===== src/rtl/mult_pkg.sv =====
// Shared definitions for the sequential shift-and-add multiplier:
// operand width, iteration counter width and controller state encoding.
package mult_pkg;

    localparam int WIDTH = 16;
    localparam int CNT_W = 4;

    // Counter value loaded at start; the add-shift step with this counter at 0 is the last one
    localparam logic [CNT_W-1:0] CNT_LAST = CNT_W'(WIDTH - 1);

    typedef enum logic [1:0] {
        IDLE = 2'd0,
        CALC = 2'd1,
        DONE = 2'd2
    } state_t;

endpackage


===== src/rtl/mult_shift_reg.sv =====
// 33-bit partial product register P for the shift-and-add multiplier.
// The low half starts as the multiplier and is consumed one bit per step.
// The high half accumulates the product, with the adder carry entering at P[31].
module mult_shift_reg
    import mult_pkg::*;
(
    input  logic               i_clock,
    input  logic               i_reset,
    input  logic               i_load,
    input  logic               i_step,
    input  logic [WIDTH-1:0]   i_multiplicador,
    input  logic [WIDTH:0]     i_addSoma,
    output logic [2*WIDTH:0]   o_p,
    output logic [2*WIDTH:0]   o_pNext
);

    logic [2*WIDTH:0] r_p;
    logic [WIDTH:0]   w_s;
    logic [2*WIDTH:0] w_pStep;

    // Select the adder result when the current multiplier bit is set, then shift right by one
    always_comb begin
        w_s     = r_p[0] ? i_addSoma : {1'b0, r_p[2*WIDTH-1:WIDTH]};
        w_pStep = {1'b0, w_s, r_p[WIDTH-1:1]};
    end

    // P register: cleared on reset, loaded with the multiplier on start, add-shifted while calculating
    always_ff @(posedge i_clock) begin
        if (i_reset) begin
            r_p <= '0;
        end else if (i_load) begin
            r_p <= {{(WIDTH+1){1'b0}}, i_multiplicador};
        end else if (i_step) begin
            r_p <= w_pStep;
        end
    end

    assign o_p     = r_p;
    assign o_pNext = w_pStep;

endmodule


===== src/rtl/mult_seq_ctrl.sv =====
// Sequential 16x16 unsigned shift-and-add multiplier controller.
// Shares an external adder (AddA + AddB -> AddSoma) for one partial-product add per cycle.
// Optional feature macro MULT_ZERO_BYPASS_EN: a zero operand goes straight to DONE with result 0.
module mult_seq_ctrl
    import mult_pkg::*;
(
    input  logic                 Clock,
    input  logic                 Reset,
    input  logic                 Start,
    input  logic [WIDTH-1:0]     Multiplicando,
    input  logic [WIDTH-1:0]     Multiplicador,
    output logic [WIDTH-1:0]     AddA,
    output logic [WIDTH-1:0]     AddB,
    input  logic [WIDTH:0]       AddSoma,
    output logic [2*WIDTH-1:0]   Produto,
    output logic                 Pronto,
    output logic                 Ocupado
);

    state_t               r_state;
    state_t               w_nextState;
    logic [CNT_W-1:0]     r_cnt;
    logic [WIDTH-1:0]     r_mcand;
    logic [2*WIDTH-1:0]   r_produto;
    logic                 r_pronto;

    logic                 w_load;
    logic                 w_step;
    logic                 w_finish;
    logic                 w_zero;
    logic [2*WIDTH:0]     w_p;
    logic [2*WIDTH:0]     w_pNext;
    logic                 w_unusedBits;

    mult_shift_reg u_shiftReg (
        .i_clock         (Clock),
        .i_reset         (Reset),
        .i_load          (w_load),
        .i_step          (w_step),
        .i_multiplicador (Multiplicador),
        .i_addSoma       (AddSoma),
        .o_p             (w_p),
        .o_pNext         (w_pNext)
    );

    // Next-state and datapath control decode
    always_comb begin
        w_nextState = r_state;
        w_load      = 1'b0;
        w_step      = 1'b0;
        w_finish    = 1'b0;
        w_zero      = 1'b0;
        case (r_state)
            IDLE: begin
                if (Start) begin
                    w_load = 1'b1;
`ifdef MULT_ZERO_BYPASS_EN
                    if ((Multiplicando == '0) || (Multiplicador == '0)) begin
                        w_zero      = 1'b1;
                        w_nextState = DONE;
                    end else begin
                        w_nextState = CALC;
                    end
`else
                    w_nextState = CALC;
`endif
                end
            end
            CALC: begin
                w_step = 1'b1;
                if (r_cnt == '0) begin
                    w_finish    = 1'b1;
                    w_nextState = DONE;
                end
            end
            DONE: begin
                w_nextState = IDLE;
            end
            default: begin
                w_nextState = IDLE;
            end
        endcase
    end

    // State, iteration counter, captured multiplicand, result and done pulse
    always_ff @(posedge Clock) begin
        if (Reset) begin
            r_state   <= IDLE;
            r_cnt     <= '0;
            r_mcand   <= '0;
            r_produto <= '0;
            r_pronto  <= 1'b0;
        end else begin
            r_state  <= w_nextState;
            r_pronto <= w_finish | w_zero;
            if (w_load) begin
                r_mcand <= Multiplicando;
                r_cnt   <= CNT_LAST;
            end else if (w_step) begin
                r_cnt <= r_cnt - 1'b1;
            end
            if (w_finish) begin
                r_produto <= w_pNext[2*WIDTH-1:0];
            end else if (w_zero) begin
                r_produto <= '0;
            end
        end
    end

    assign AddA    = w_p[2*WIDTH-1:WIDTH];
    assign AddB    = r_mcand;
    assign Produto = r_produto;
    assign Pronto  = r_pronto;
    assign Ocupado = (r_state != IDLE);

    // Bit 32 of P is always zero and the low half never feeds the adder
    assign w_unusedBits = ^{w_p[2*WIDTH], w_p[WIDTH-1:0], w_pNext[2*WIDTH]};

endmodule


===== config.mk =====
export PLATFORM = sky130hd
export DESIGN_NAME = mult_seq_ctrl
export DESIGN_NICKNAME = d
export VERILOG_FILES = /design/src/rtl/mult_pkg.sv /design/src/rtl/mult_shift_reg.sv /design/src/rtl/mult_seq_ctrl.sv
export SDC_FILE = /design/constraint.sdc
export NUM_CORES = 1
export LEC_CHECK = 0
export BUFFER_PORTS_ARGS = -buffer_cell sky130_fd_sc_hd__clkbuf_2
export CORE_ASPECT_RATIO = 0.5
export CORE_MARGIN = 10
export CORE_UTILIZATION = 54
export DETAILED_ROUTE_END_ITERATION = 16
export PLACE_DENSITY = 0.94
export SETUP_SLACK_MARGIN = 0.05
export SYNTH_ARGS = -nofsm -noshare
export SYNTH_HDL_FRONTEND = slang
export SYNTH_SLANG_ARGS = --single-unit

===== constraint.sdc =====
create_clock -name Clock -period 2.65 [get_ports Clock]
set_clock_uncertainty 0.15 [all_clocks]
set_input_delay 0.1325 -clock Clock [delete_from_list [all_inputs] [get_ports Clock]]
set_output_delay 0.1325 -clock Clock [all_outputs]
set_load 0.005 [all_outputs]

# Word level (Yosys, flattened, before mapping)
# Index checks and enable logic that the tools add are counted.
dict set report word_totals {
  register_bits 87
  in_bits 52
  out_inout_bits 66
  elab_cells 30
}
dict set report op_classes {
  addsub 1
  eq_ne 3
  n_mux 13
  n_reduce_logical 6
}
# op n
set ops {}
lappend ops {{$mux W16} 2}
lappend ops {{$mux W17} 1}
lappend ops {{$mux W4} 2}
lappend ops {{$mux W1} 5}
lappend ops {{$logic_not A4 Y1} 1}
lappend ops {{$mux W2} 2}
lappend ops {{$ne A2 B2 Y1 const B} 2}
lappend ops {{$pmux W2 S2} 1}
lappend ops {{$reduce_bool A2 Y1} 2}
lappend ops {{$sub A4 B1 Y4 const B} 1}
lappend ops {{$eq A2 B1 Y1 const B} 1}
lappend ops {{$logic_not A2 Y1} 1}
lappend ops {{$reduce_and A2 Y1} 1}
lappend ops {{$reduce_or A2 Y1} 1}

# Logic depth before layout (Yosys ltp)
dict set report depth {
  word_depth 4
  mapped_depth 7
  ltp_nobuf 5
}

# Cells and area by module
# A second synthesis with hierarchy kept.
dict set report hier_totals {
  hier_cells 404
  hier_area_um2 4080.2
}
# mod n_inst cells_each area_per_inst_um2 seq_area_each_um2
set modules_own_cells {}
lappend modules_own_cells {mult_seq_ctrl 1 224 2341.0 1101.1}
lappend modules_own_cells {mult_shift_reg 1 180 1739.2 640.6}

# Worst setup path before layout
# OpenSTA, ideal clock, no wires.
dict set report synth_path {
  path_kind {flip-flop to flip-flop}
  from {reg r_cnt[0]}
  to {reg r_produto[10], in the netlist Produto[10]}
  setup_ps 132
  t_arrival_ps 1343
  slack_ps 1025
  stages_incl_launch_ff 8
  n_path_buf 2
  cell_sequence {dfxtp_1 inv_1 ha_1 or3b_4 buf_6 buf_6 o21ai_2 a21oi_1}
}
dict set report synth_between {
  elab_chain_len 3
}
# item line
set synth_rtl {}
lappend synth_rtl {{from (decl)} mult_seq_ctrl.sv:22} ;# logic [CNT_W-1:0] r_cnt;
lappend synth_rtl {{from (signal assigned)} mult_seq_ctrl.sv:100} ;# r_cnt <= r_cnt - 1'b1;
lappend synth_rtl {{$logic_not A4 Y1} mult_seq_ctrl.sv:71} ;# if (r_cnt == '0) begin
lappend synth_rtl {{$mux W1} mult_seq_ctrl.sv:71}
lappend synth_rtl {{$mux W1} mult_seq_ctrl.sv:53} ;# case (r_state)
lappend synth_rtl {{to (signal assigned)} mult_seq_ctrl.sv:103} ;# r_produto <= w_pNext[2*WIDTH-1:0];
lappend synth_rtl {{to (decl)} mult_seq_ctrl.sv:24} ;# logic [2*WIDTH-1:0] r_produto;
# Every way passes these cells.
# A chain may end at the register's enable or synchronous reset.

# Worst setup path after layout
dict set report layout_path {
  from {reg r_cnt[0]}
  to {reg r_produto[23], in the netlist Produto[23]}
}
# Same word-level chain as after synthesis.

==> out/qor.txt <==
Pins Over Slew Limit - 0
register area share after synthesis - 47.3%
Row Count - 21
sequential share of power - 45.8%
Synth Register Bits - 87
initial core utilization - 55.3%
pre-CTS setup slack - 0.740 ns
Net Sw Frac - 28.9%
Critical Path AT - 1.99 ns
Finished Layout Cells - 606
Max-Cap Viols - 0
H-tree depth - 3
Crit. Startpoint - r_cnt[0]
main combinational cell family by area after synthesis - compound AO/OA/AOI/OAI gates
min cycle time layout - 1.95 ns
setup bufs post-CTS - 0
PwrDens - 701 nW/µm²
warnings from Yosys - 0
HPWL Detailed - 6820 µm
status - complete, no violations
leak pwr - 1.90 nW
layout cells sized above 1 - 31.6%
1st-iter DRT viols - 428
CTS tree - yes
Sink Count - 87
worst reg2reg path startpoint - r_cnt[0]
Post-synth EDFFs - 0
Setup Viol. Count Final - 0
Congestion Overflow GR - 0
# resized after CTS - 0
GPL Wtd Cong - 0.826
complex-gate fraction of the synthesized area - 24.2%
global-route wire length before repair - 17900 µm
fmax - 0.513 GHz
DR WL/cell - 18.7 µm
slew at the pin with the worst max-slew slack - 0.610 ns
Syn Inst Count - 395
via count - 3521
Num CTS Buffers - 9
slack of the critical path - 0.699 ns
DRC violations left - 0
mux cell area share after synthesis - 4.93%
Setup TNS - 0 ns
Die X - 137 µm
final antenna-violating net count - 0
GRT Total Usage - 20.4%
number of port buffers - 117
DIE AREA - 10700 µm²
commonest non-fill, non-tap cells in the layout - 117 x clkbuf_2, 87 x dfxtp_1, 52 x a21oi_1
CTS Root Cell - clkbuf_16
first-pass iteration count of the detailed router - 5
Die Y-Extent - 78.4 µm
Post-DP Area - 4080 µm²
unrepaired setup endpoints after global routing - false
clock share of power - 34.9%
Crit Path Max Fanout - 20
Critical Path Start Type - register
P_sw - 0.946 mW
I/O pin count - 118
syn_nets - 448
post-synthesis async set-or-reset flop share - 0%
vias per inst - 5.81
Fin. Hold Viols - 0
Hold Crit Class - primary input to register
adder-cell area share of the yosys netlist - 0.340%
Final nets - 562
clk_lat worst skew - 0.33 ns
initial antenna violation count - 0
Layout area overhead - 26.7%
Final Cell Area - 4660 µm²
vias in the first global route - 3535
Max-slew headroom - 59.3%
CP Capture Type - register
most common cell after layout, fill and taps aside - clkbuf_2
Core ar. - 6650 µm²
fill cell count - 472
final period utilization - 73.6%
Post-CTS Hold Buffers - 32
post-synthesis simple-gate area fraction - 12.8%
post-synthesis xor/xnor area fraction - 0.476%
Crit Path Class - register to register
maximum clock insertion buffer count - 2
count of cell types in the netlist - 32
Inst Count DP - 558
largest net degree at the start of global routing - 46
R2R Setup Slk - 0.70 ns
Data required, critical path - 2.69 ns
syn_area_per_cell - 9.31 µm²
hold path start - AddSoma[5]
Worst-path clk slew - 0.06 ns
Mapped Area - 3680 µm²
Internal Power - 2.32 mW
ys flop type - dfxtp_1
routed wire length - 11300 µm
Logic pwr share - 19.3%
Worst IR Drop VDD - 0.000416 V
## worst max-delay path, cell delays in order (launching register included)
cell and delay, ns:
dfxtp_1 0.33, inv_1 0.07, ha_1 0.19, or3b_4 0.54, nor2_4 0.37, a211oi_1 0.15
## registers in the layout (all words and copies together), names as in the netlist
register	cells
Produto	32
u_shiftReg.o_p	32
AddB	16
r_cnt	4
r_state	2
Pronto	1
## routing by layer
layer,track usage [%],part of all wire (%),wire [µm]
met4,9.09,4.0,455
met3,6.48,7.0,798
met5,0,0,0
met1,22.2,39,4380
met2,36.0,50,5700
## Yosys cell counts (5+ instances only)
library cell	number	area share, %
a21oi_1	52	7.1
nor2_1	32	3.3
o21ai_2	7	1.7
buf_6	5	1.5
mux2i_1	17	4.6
nand3_1	16	2.2
a211oi_2	9	3.1
o22ai_1	16	2.7
buf_2	10	1.4
nand2_1	34	3.5
dfxtp_1	87	47
o21ai_0	9	1.2
clkbuf_1	9	0.92
a211oi_1	39	8.0
buf_4	28	5.7
## final timing paths
path	end	cells after the start
max	Produto[23]	5
min	u_shiftReg.o_p[20]	3
max reg2reg	Produto[23]	5
min reg2reg	AddB[2]	2
## stage by stage
| stage | util [%] | power, mW | hold WS, ns |
|---|---|---|---|
| final | 70.1 | 3.27 | 0.0355 |
| after global routing | 70.1 | 3.38 | 0.0703 |
| after CTS | 70.1 | 3.23 | 0.0358 |
| after detailed placement | 61.4 | 2.08 | 0.212 |
| after global placement | 61.4 | 2.06 | 0.206 |
| after floorplan | - | 1.95 | 0.118 |
## kinds of logic (layout without fill, tap and decap cells)
| family | after synthesis | count (layout) |
|---|---|---|
| fa+ha+maj | 1 | 1 |
| buf+inv | 56 | 174 |
| flops | 87 | 87 |
| xor+xnor | 2 | 2 |
| mux | 18 | 18 |
| other cells | 0 | 1 |
| simple gates | 97 | 97 |
| compound gates | 134 | 134 |
## area by class of cell
class	count	area (µm²)	share of cell area (%)
Multi-Input combinational cell	252	1580	33.8
Timing Repair Buffer	155	951	20.4
Inverter	4	15.0	0.322
Clock buffer	14	254	5.45
Antenna cell	1	2.50	0.0537
Clock inverter	1	5.00	0.107
Tap cell	92	115	2.47
Sequential cell	87	1740	37.4
## power by group through the flow
stage | Sequential (mW) | Combinational, mW | Clock (mW)
2_1_floorplan | 1.50 | 0.451 | 0
3_3_place_gp | 1.51 | 0.549 | 0
3_5_place_dp | 1.51 | 0.569 | 0
4_1_cts | 1.49 | 0.607 | 1.14
5_1_grt | 1.51 | 0.685 | 1.19
6_report | 1.50 | 0.630 | 1.14
Note: power is estimated with default switching activity, not from simulation.
